## src/rtl/lsu_pkg.sv

```systemverilog
// Shared types and constants for the load/store unit.
package lsu_pkg;

   localparam int unsigned ADDR_W = 16;
   localparam int unsigned DATA_W = 16;
   localparam int unsigned BYTE_W = 8;

   typedef enum logic {
      SZ_BYTE = 1'b0,
      SZ_HALF = 1'b1
   } size_e;

   typedef enum logic [1:0] {
      IDLE    = 2'd0,
      LD_WAIT = 2'd1,
      RMW     = 2'd2
   } state_e;

   // Request fields kept for the second cycle of a load or byte store
   typedef struct packed {
      logic [ADDR_W-1:0] addr;
      size_e             size;
      logic              is_unsigned;
      logic [BYTE_W-1:0] wbyte;
   } req_cap_t;

   // Byte address to dmem word address
   function automatic logic [ADDR_W-1:0] word_addr(input logic [ADDR_W-1:0] a);
      return {1'b0, a[ADDR_W-1:1]};
   endfunction

endpackage

```

## src/rtl/lsu_if.sv

```systemverilog
// Core request/response and dmem port bundle around the LSU.
interface lsu_if;

   logic                         req_valid_i;
   logic                         req_ready_o;
   logic                         req_we_i;
   logic                         req_size_i;
   logic                         req_unsigned_i;
   logic [lsu_pkg::ADDR_W-1:0]   req_addr_i;
   logic [lsu_pkg::DATA_W-1:0]   req_wdata_i;
   logic                         resp_valid_o;
   logic [lsu_pkg::DATA_W-1:0]   resp_rdata_o;
   logic                         resp_err_o;
   logic [lsu_pkg::ADDR_W-1:0]   dmem_addr_o;
   logic [lsu_pkg::DATA_W-1:0]   dmem_wdata_o;
   logic                         dmem_we_o;
   logic                         dmem_re_o;
   logic [lsu_pkg::DATA_W-1:0]   dmem_rdata_i;

   // LSU side
   modport slave (
      input  req_valid_i, req_we_i, req_size_i, req_unsigned_i, req_addr_i, req_wdata_i,
      input  dmem_rdata_i,
      output req_ready_o, resp_valid_o, resp_rdata_o, resp_err_o,
      output dmem_addr_o, dmem_wdata_o, dmem_we_o, dmem_re_o
   );

   // Core and memory side
   modport master (
      output req_valid_i, req_we_i, req_size_i, req_unsigned_i, req_addr_i, req_wdata_i,
      output dmem_rdata_i,
      input  req_ready_o, resp_valid_o, resp_rdata_o, resp_err_o,
      input  dmem_addr_o, dmem_wdata_o, dmem_we_o, dmem_re_o
   );

endinterface

```

## src/rtl/lsu_fmt.sv

```systemverilog
// Load lane select/extension and store byte merge (purely combinational).
module lsu_fmt
   import lsu_pkg::*;
(
   input  logic [DATA_W-1:0] rdata_i,
   input  logic              lane_i,
   input  size_e             size_i,
   input  logic              unsigned_i,
   input  logic [BYTE_W-1:0] wbyte_i,
   output logic [DATA_W-1:0] load_o,
   output logic [DATA_W-1:0] merge_o
);

   logic [BYTE_W-1:0] lane_byte;

   // Pick the addressed byte, extend it, or pass a half through
   always_comb begin
      lane_byte = lane_i ? rdata_i[DATA_W-1:BYTE_W] : rdata_i[BYTE_W-1:0];
      load_o    = rdata_i;
      if (size_i == SZ_BYTE) begin
         if (unsigned_i) load_o = {{(DATA_W-BYTE_W){1'b0}}, lane_byte};
         else            load_o = {{(DATA_W-BYTE_W){lane_byte[BYTE_W-1]}}, lane_byte};
      end
   end

   // Replace the addressed byte of the read word with the store byte
   always_comb begin
      merge_o = lane_i ? {wbyte_i, rdata_i[BYTE_W-1:0]}
                       : {rdata_i[DATA_W-1:BYTE_W], wbyte_i};
   end

endmodule

```

## src/rtl/lsu.sv

```systemverilog
// Load/store unit: core MEM-stage requests to a word-wide dmem with no byte enables.
module lsu
   import lsu_pkg::*;
(
   input  logic  clk,
   input  logic  rst_n,
   lsu_if.slave  bus
);

   state_e              state_q, state_d;
   req_cap_t            rq_q, rq_d;
   logic                resp_valid_q, resp_valid_d;
   logic [DATA_W-1:0]   resp_rdata_q, resp_rdata_d;
   logic                resp_err_q, resp_err_d;
   logic [ADDR_W-1:0]   addr_q, addr_d;

   logic                ready_c;
   logic                accept_c;
   logic                dmem_we_c;
   logic                dmem_re_c;
   logic [ADDR_W-1:0]   dmem_addr_c;
   logic [DATA_W-1:0]   dmem_wdata_c;
   logic [DATA_W-1:0]   load_c;
   logic [DATA_W-1:0]   merge_c;

   lsu_fmt u_fmt (
      .rdata_i    (bus.dmem_rdata_i),
      .lane_i     (rq_q.addr[0]),
      .size_i     (rq_q.size),
      .unsigned_i (rq_q.is_unsigned),
      .wbyte_i    (rq_q.wbyte),
      .load_o     (load_c),
      .merge_o    (merge_c)
   );

   assign ready_c  = (state_q == IDLE) && rst_n;
   assign accept_c = bus.req_valid_i && ready_c;

   // Next state, dmem strobes and response
   always_comb begin
      state_d      = state_q;
      rq_d         = rq_q;
      resp_valid_d = 1'b0;
      resp_rdata_d = '0;
      resp_err_d   = 1'b0;
      dmem_we_c    = 1'b0;
      dmem_re_c    = 1'b0;
      dmem_wdata_c = '0;
      dmem_addr_c  = addr_q;

      unique case (state_q)
         IDLE: begin
            if (accept_c) begin
               rq_d.addr        = bus.req_addr_i;
               rq_d.size        = size_e'(bus.req_size_i);
               rq_d.is_unsigned = bus.req_unsigned_i;
               rq_d.wbyte       = bus.req_wdata_i[BYTE_W-1:0];
               if ((size_e'(bus.req_size_i) == SZ_HALF) && bus.req_addr_i[0]) begin
                  // Misaligned half: error response, dmem untouched
                  resp_valid_d = 1'b1;
                  resp_err_d   = 1'b1;
               end else if (bus.req_we_i && (size_e'(bus.req_size_i) == SZ_HALF)) begin
                  dmem_we_c    = 1'b1;
                  dmem_wdata_c = bus.req_wdata_i;
                  dmem_addr_c  = word_addr(bus.req_addr_i);
                  resp_valid_d = 1'b1;
               end else begin
                  // Load, or the read half of a byte store
                  dmem_re_c    = 1'b1;
                  dmem_addr_c  = word_addr(bus.req_addr_i);
                  state_d      = bus.req_we_i ? RMW : LD_WAIT;
               end
            end
         end
         LD_WAIT: begin
            resp_valid_d = 1'b1;
            resp_rdata_d = load_c;
            state_d      = IDLE;
         end
         RMW: begin
            dmem_we_c    = 1'b1;
            dmem_wdata_c = merge_c;
            dmem_addr_c  = word_addr(rq_q.addr);
            resp_valid_d = 1'b1;
            state_d      = IDLE;
         end
         default: state_d = IDLE;
      endcase

      // Reset kills any in-flight write at once
      if (!rst_n) begin
         dmem_we_c    = 1'b0;
         dmem_re_c    = 1'b0;
         dmem_wdata_c = '0;
      end

      addr_d = dmem_addr_c;
   end

   // State and response registers, synchronous reset
   always_ff @(posedge clk) begin
      if (!rst_n) begin
         state_q      <= IDLE;
         rq_q         <= '0;
         resp_valid_q <= 1'b0;
         resp_rdata_q <= '0;
         resp_err_q   <= 1'b0;
         addr_q       <= '0;
      end else begin
         state_q      <= state_d;
         rq_q         <= rq_d;
         resp_valid_q <= resp_valid_d;
         resp_rdata_q <= resp_rdata_d;
         resp_err_q   <= resp_err_d;
         addr_q       <= addr_d;
      end
   end

   assign bus.req_ready_o  = ready_c;
   assign bus.resp_valid_o = resp_valid_q;
   assign bus.resp_rdata_o = resp_rdata_q;
   assign bus.resp_err_o   = resp_err_q;
   assign bus.dmem_addr_o  = dmem_addr_c;
   assign bus.dmem_wdata_o = dmem_wdata_c;
   assign bus.dmem_we_o    = dmem_we_c;
   assign bus.dmem_re_o    = dmem_re_c;

endmodule

```

## src/flat_wrapper.sv

```systemverilog
// flat-port wrapper written by rule: the top's interface ports become plain ports
module lsu_flat import lsu_pkg::*;
  (clk, rst_n, bus_req_valid_i, bus_req_we_i, bus_req_size_i, bus_req_unsigned_i, bus_req_addr_i, bus_req_wdata_i, bus_dmem_rdata_i, bus_req_ready_o, bus_resp_valid_o, bus_resp_rdata_o, bus_resp_err_o, bus_dmem_addr_o, bus_dmem_wdata_o, bus_dmem_we_o, bus_dmem_re_o);
  lsu_if bus_i ();
  input  logic clk;
  input  logic rst_n;
  input wire logic [$bits(bus_i.req_valid_i)-1:0] bus_req_valid_i;
  input wire logic [$bits(bus_i.req_we_i)-1:0] bus_req_we_i;
  input wire logic [$bits(bus_i.req_size_i)-1:0] bus_req_size_i;
  input wire logic [$bits(bus_i.req_unsigned_i)-1:0] bus_req_unsigned_i;
  input wire logic [$bits(bus_i.req_addr_i)-1:0] bus_req_addr_i;
  input wire logic [$bits(bus_i.req_wdata_i)-1:0] bus_req_wdata_i;
  input wire logic [$bits(bus_i.dmem_rdata_i)-1:0] bus_dmem_rdata_i;
  output wire logic [$bits(bus_i.req_ready_o)-1:0] bus_req_ready_o;
  output wire logic [$bits(bus_i.resp_valid_o)-1:0] bus_resp_valid_o;
  output wire logic [$bits(bus_i.resp_rdata_o)-1:0] bus_resp_rdata_o;
  output wire logic [$bits(bus_i.resp_err_o)-1:0] bus_resp_err_o;
  output wire logic [$bits(bus_i.dmem_addr_o)-1:0] bus_dmem_addr_o;
  output wire logic [$bits(bus_i.dmem_wdata_o)-1:0] bus_dmem_wdata_o;
  output wire logic [$bits(bus_i.dmem_we_o)-1:0] bus_dmem_we_o;
  output wire logic [$bits(bus_i.dmem_re_o)-1:0] bus_dmem_re_o;
  assign bus_i.req_valid_i = bus_req_valid_i;
  assign bus_i.req_we_i = bus_req_we_i;
  assign bus_i.req_size_i = bus_req_size_i;
  assign bus_i.req_unsigned_i = bus_req_unsigned_i;
  assign bus_i.req_addr_i = bus_req_addr_i;
  assign bus_i.req_wdata_i = bus_req_wdata_i;
  assign bus_i.dmem_rdata_i = bus_dmem_rdata_i;
  assign bus_req_ready_o = bus_i.req_ready_o;
  assign bus_resp_valid_o = bus_i.resp_valid_o;
  assign bus_resp_rdata_o = bus_i.resp_rdata_o;
  assign bus_resp_err_o = bus_i.resp_err_o;
  assign bus_dmem_addr_o = bus_i.dmem_addr_o;
  assign bus_dmem_wdata_o = bus_i.dmem_wdata_o;
  assign bus_dmem_we_o = bus_i.dmem_we_o;
  assign bus_dmem_re_o = bus_i.dmem_re_o;
  lsu u_core (.clk(clk), .rst_n(rst_n), .bus(bus_i));
endmodule
```

## config.mk

```make
export PLATFORM = sky130hd
export DESIGN_NAME = lsu_flat
export DESIGN_NICKNAME = d
export VERILOG_FILES = /design/src/rtl/lsu_pkg.sv /design/src/rtl/lsu_if.sv /design/src/rtl/lsu_fmt.sv /design/src/rtl/lsu.sv /design/src/flat_wrapper.sv
export SDC_FILE = /design/constraint.sdc
export NUM_CORES = 1
export LEC_CHECK = 0
export BUFFER_PORTS_ARGS = -buffer_cell sky130_fd_sc_hd__buf_2
export CAP_MARGIN = 20
export CORE_ASPECT_RATIO = 0.6
export CORE_MARGIN = 2
export CORE_UTILIZATION = 30
export CTS_CLUSTER_DIAMETER = 30
export DETAILED_ROUTE_END_ITERATION = 8
export GPL_TIMING_DRIVEN = 0
export HOLD_SLACK_MARGIN = 0.03
export SYNTH_ARGS = -nofsm -noshare
export SYNTH_HDL_FRONTEND = slang
export SYNTH_SLANG_ARGS = --single-unit
```

## constraint.sdc

```tcl
create_clock -name clk -period 2.6 [get_ports clk]
set_input_delay 0.39 -clock clk [delete_from_list [all_inputs] [get_ports clk]]
set_output_delay 0.39 -clock clk [all_outputs]
set_load 0.05 [all_outputs]
```

==> key figures <==
Routing
  • Vias per Instance: approximately 5
  • First-pass iteration count of the detailed router: 4
  • Post-route ant nets: 0
  • Vias: around 3000
  • DRT Wirelength: a little under 10000 um
  • DRC Markers: 0
  • Drt wl/cell: roughly 16 um
  • Metal2 WL: a little under 4000 um
  • Met1 Wirelength: between 4000 and 5000 um
  • DRT iter0 DRCs: approximately 200
  • Met3 WL: between 700 and 800 um
  • Top layer in use: met4

Final layout
  • Post-route cell area: between 4000 and 5000 um2
  • Antenna cells: 0
  • Fillers: a little over 1000
  • Nets: ~530
  • Multi-input gate area: around 1600 um2
  • Area delta synth->final: 36.2%
  • Share of layout cells above drive strength 1: 0.369
  • Storage cell area: around 1200 um2

Yosys
  • Yosys top cell area share: 0.419
  • Sequential share of the synthesized area: 0.419
  • Syn nets: approximately 410
  • Top FF cell, synth: dfxtp_1
  • Post-synthesis register bit count: slightly above 60
  • Synth top area cells: dfxtp_1 (42%), nand2_1 (9.9%), a32oi_1 (9.2%)
  • Synth unique cells: 28
  • Post-Synthesis Cell Area: 2960 um2
  • Syn Area/Cell: approximately 8.4 um2
  • Post-synth EDFFs: 0
  • Most frequent cell after synthesis: nand2_1
  • Asr flop ratio synth: 0
  • Top cells by count, synth: nand2_1 (78), dfxtp_1 (62), a32oi_1 (31)
  • Cell count after synthesis: between 300 and 400
  • Area leader, netlist: dfxtp_1
  • Yosys warns: 0

Global routing
  • Gr usage total: 0.185
  • Vias in the first global route: between 3000 and 4000
  • Initial antenna violation count: 0
  • Grt total ovfl: 0
  • Pin count of the biggest net entering global routing: 11
  • First-pass GRT wire length: 15200 um

Clocking
  • Worst-Skew Late Latency: around 320 ps
  • Htree depth: 3
  • CTS clk-pin slew, worst paths: 50 ps
  • CTS tree: built
  • Clk buf depth: 2
  • Clock Tree Root: clkbuf_16
  • CTS Buf Count: 9
  • CTS sink count: 62

STA
  • Slew Limit Fails: 0
  • Post-route setup slack: 114 ps
  • Fin crit share: 0.956
  • Post-route minimum period: approximately 2500 ps
  • Slew @ Worst Pin: between 500 and 600 ps
  • Hold Vio Cnt, Final: 0
  • Setup Skew: 6.27 ps
  • Max-slew headroom: 0.629
  • Max Freq: ~400 MHz
  • RSZ-0062 raised after global routing: true
  • Setup violators final: 0

Power
  • Logic pwr share: 0.201
  • Clock share of power: 0.412
  • Switching portion of total power: 0.293
  • Seq pwr share: 0.386
  • Max IR drop VDD: 313 uV
  • P per Cell Area: around 670 nW/um2
  • Net Sw Power: around 0.00079 W
  • Pint: 0.00190 W
  • Pleak: ~2.0 nW

Critical path
  • CP Capture Type: output port
  • Crit-path most repeated cell: buf_2
  • Crit path largest cell delay: about 340 ps
  • Critical path class: reg2out
  • Slowest stage cell, crit path: dfxtp_1
  • Crit-path cells: inv_1 > ha_2 > and3_1 > buf_2 > clkbuf_4 > a32oi_1 > nor2_1 > buf_2
  • CP Data Required Time: approximately 2200 ps
  • Reg2Reg Setup Slack: between 800 and 900 ps
  • Crit path max fanout: 10
  • Type of origin of the critical path: register
  • Critical Path AT: roughly 2100 ps

Placed design
  • DP Area: 3660 um2
  • HPWL after DPL: 7360 um
  • Port bufs: between 100 and 150
  • Place WS: 113 ps
  • Placer Congestion: roughly 0.85

Min path
  • Worst min path class: in2reg

Floorplanning
  • Rows: 28
  • Core ar.: ~9700 um2
  • I/O pin total: 107
  • Die H: 80.9 um
  • DIE AREA: about 11000 um2
  • Die width: between 100 and 150 um
  • Initial Util: 0.304

Status
  • Status: finished, final reports clean

Job
  • Max-cap check violation count: 0
-- repair_timing --
| action | 4_1_cts | 5_1_grt |
|---|---|---|
| endpoints found under the setup margin | 11 | 30 |
| gates resized for setup | 3 | 24 |
| hold buffers | 0 | 0 |
| setup buffers | 0 | 0 |
| pin swaps | 0 | 0 |
-- layout make-up --
type / instances / area share
multi-input combinational: 251 / 0.392
buffer: 34 / 0.0491
timing repair buffer: 106 / 0.137
tap: 135 / 0.0419
clock buffer: 13 / 0.0671
inverter: 4 / 0.00373
clock inverter: 1 / 0.00124
sequential: 62 / 0.308
-- flip-flops by register name (all words and copies together) (netlist names) --
| register | count |
|---|---|
| u_core.bus.resp_rdata_o | 16 |
| u_core.addr_q | 16 |
| u_core.rq_q | 26 |
| u_core.state_q | 2 |
| u_core.bus.resp_err_o | 1 |
| u_core.bus.resp_valid_o | 1 |
-- stage by stage --
step / TNS (ps) / utilization / cells / hold WS, ps / total power (W)
finish: 0 / 0.414 / 606 / 269 / 0.00268
floorplan: 0 / - / 351 / 430 / 0.00141
CTS: 0 / 0.405 / 606 / 257 / 0.00270
global placement: 0 / 0.376 / 592 / 439 / 0.00157
detailed placement: 0 / 0.376 / 592 / 446 / 0.00158
global route: -8.10 / 0.414 / 606 / 271 / 0.00281
-- power by group through the flow --
stage | Clock (W) | Sequential (W) | Combinational [W]
3_3_place_gp | 0 | 0.00105 | 0.000516
5_1_grt | 0.00118 | 0.00104 | 0.000584
4_1_cts | 0.00114 | 0.00103 | 0.000527
2_1_floorplan | 0 | 0.00107 | 0.000335
3_5_place_dp | 0 | 0.00105 | 0.000522
6_report | 0.00111 | 0.00104 | 0.000540
-- placed cells by master, fill, tap and decap left out, drive strengths merged, types with 4 or more instances in the layout --
| cell type | n |
|---|---|
| ha | 4 |
| o21ai | 4 |
| dfxtp | 62 |
| nor2 | 26 |
| a21oi | 12 |
| clkbuf | 31 |
| mux2 | 16 |
| a21boi | 16 |
| mux2i | 9 |
| a32oi | 31 |
| buf | 122 |
| nand2 | 78 |
| nand3 | 27 |
| o211ai | 15 |
| inv | 4 |
-- path summary, 6_finish.rpt --
check             depth (start not counted)             endpoint              start
setup / recovery                          8  bus_dmem_wdata_o[9]  u_core.state_q[0]
hold / removal                            3      u_core.rq_q[16]  bus_req_addr_i[6]
setup reg to reg                          7     u_core.addr_q[1]  u_core.state_q[0]
hold reg to reg                           2       u_core.rq_q[8]     u_core.rq_q[8]
-- worst max-delay path, delay by kind of cell (launching register included) --
| kind | cells | cell delay (ps) |
|---|---|---|
| and+or+nand+nor | 2 | 290 |
| DFF | 1 | 340 |
| adders and majority gates | 1 | 240 |
| AOI/OAI and AO/OA | 1 | 130 |
| buffers and inverters | 4 | 760 |
-- kinds of logic (layout without fill, tap and decap cells) --
group / count (synthesis) / in the layout / synth area share
simple gates: 143 / 143 / 0.204
compound gates: 79 / 79 / 0.200
flops: 62 / 62 / 0.419
buf+inv: 38 / 158 / 0.0681
mux: 25 / 25 / 0.0913
fa+ha+maj: 4 / 4 / 0.0169
-- layer usage --
layer | global-route usage | up-vias
li1 | - | 1484
met1 | 0.257 | 1449
met2 | 0.266 | 107
met3 | 0.0693 | 7
met4 | 0.0591 | 0
met5 | 0 | -
No activity file was read; power rests on OpenSTA's default activity.
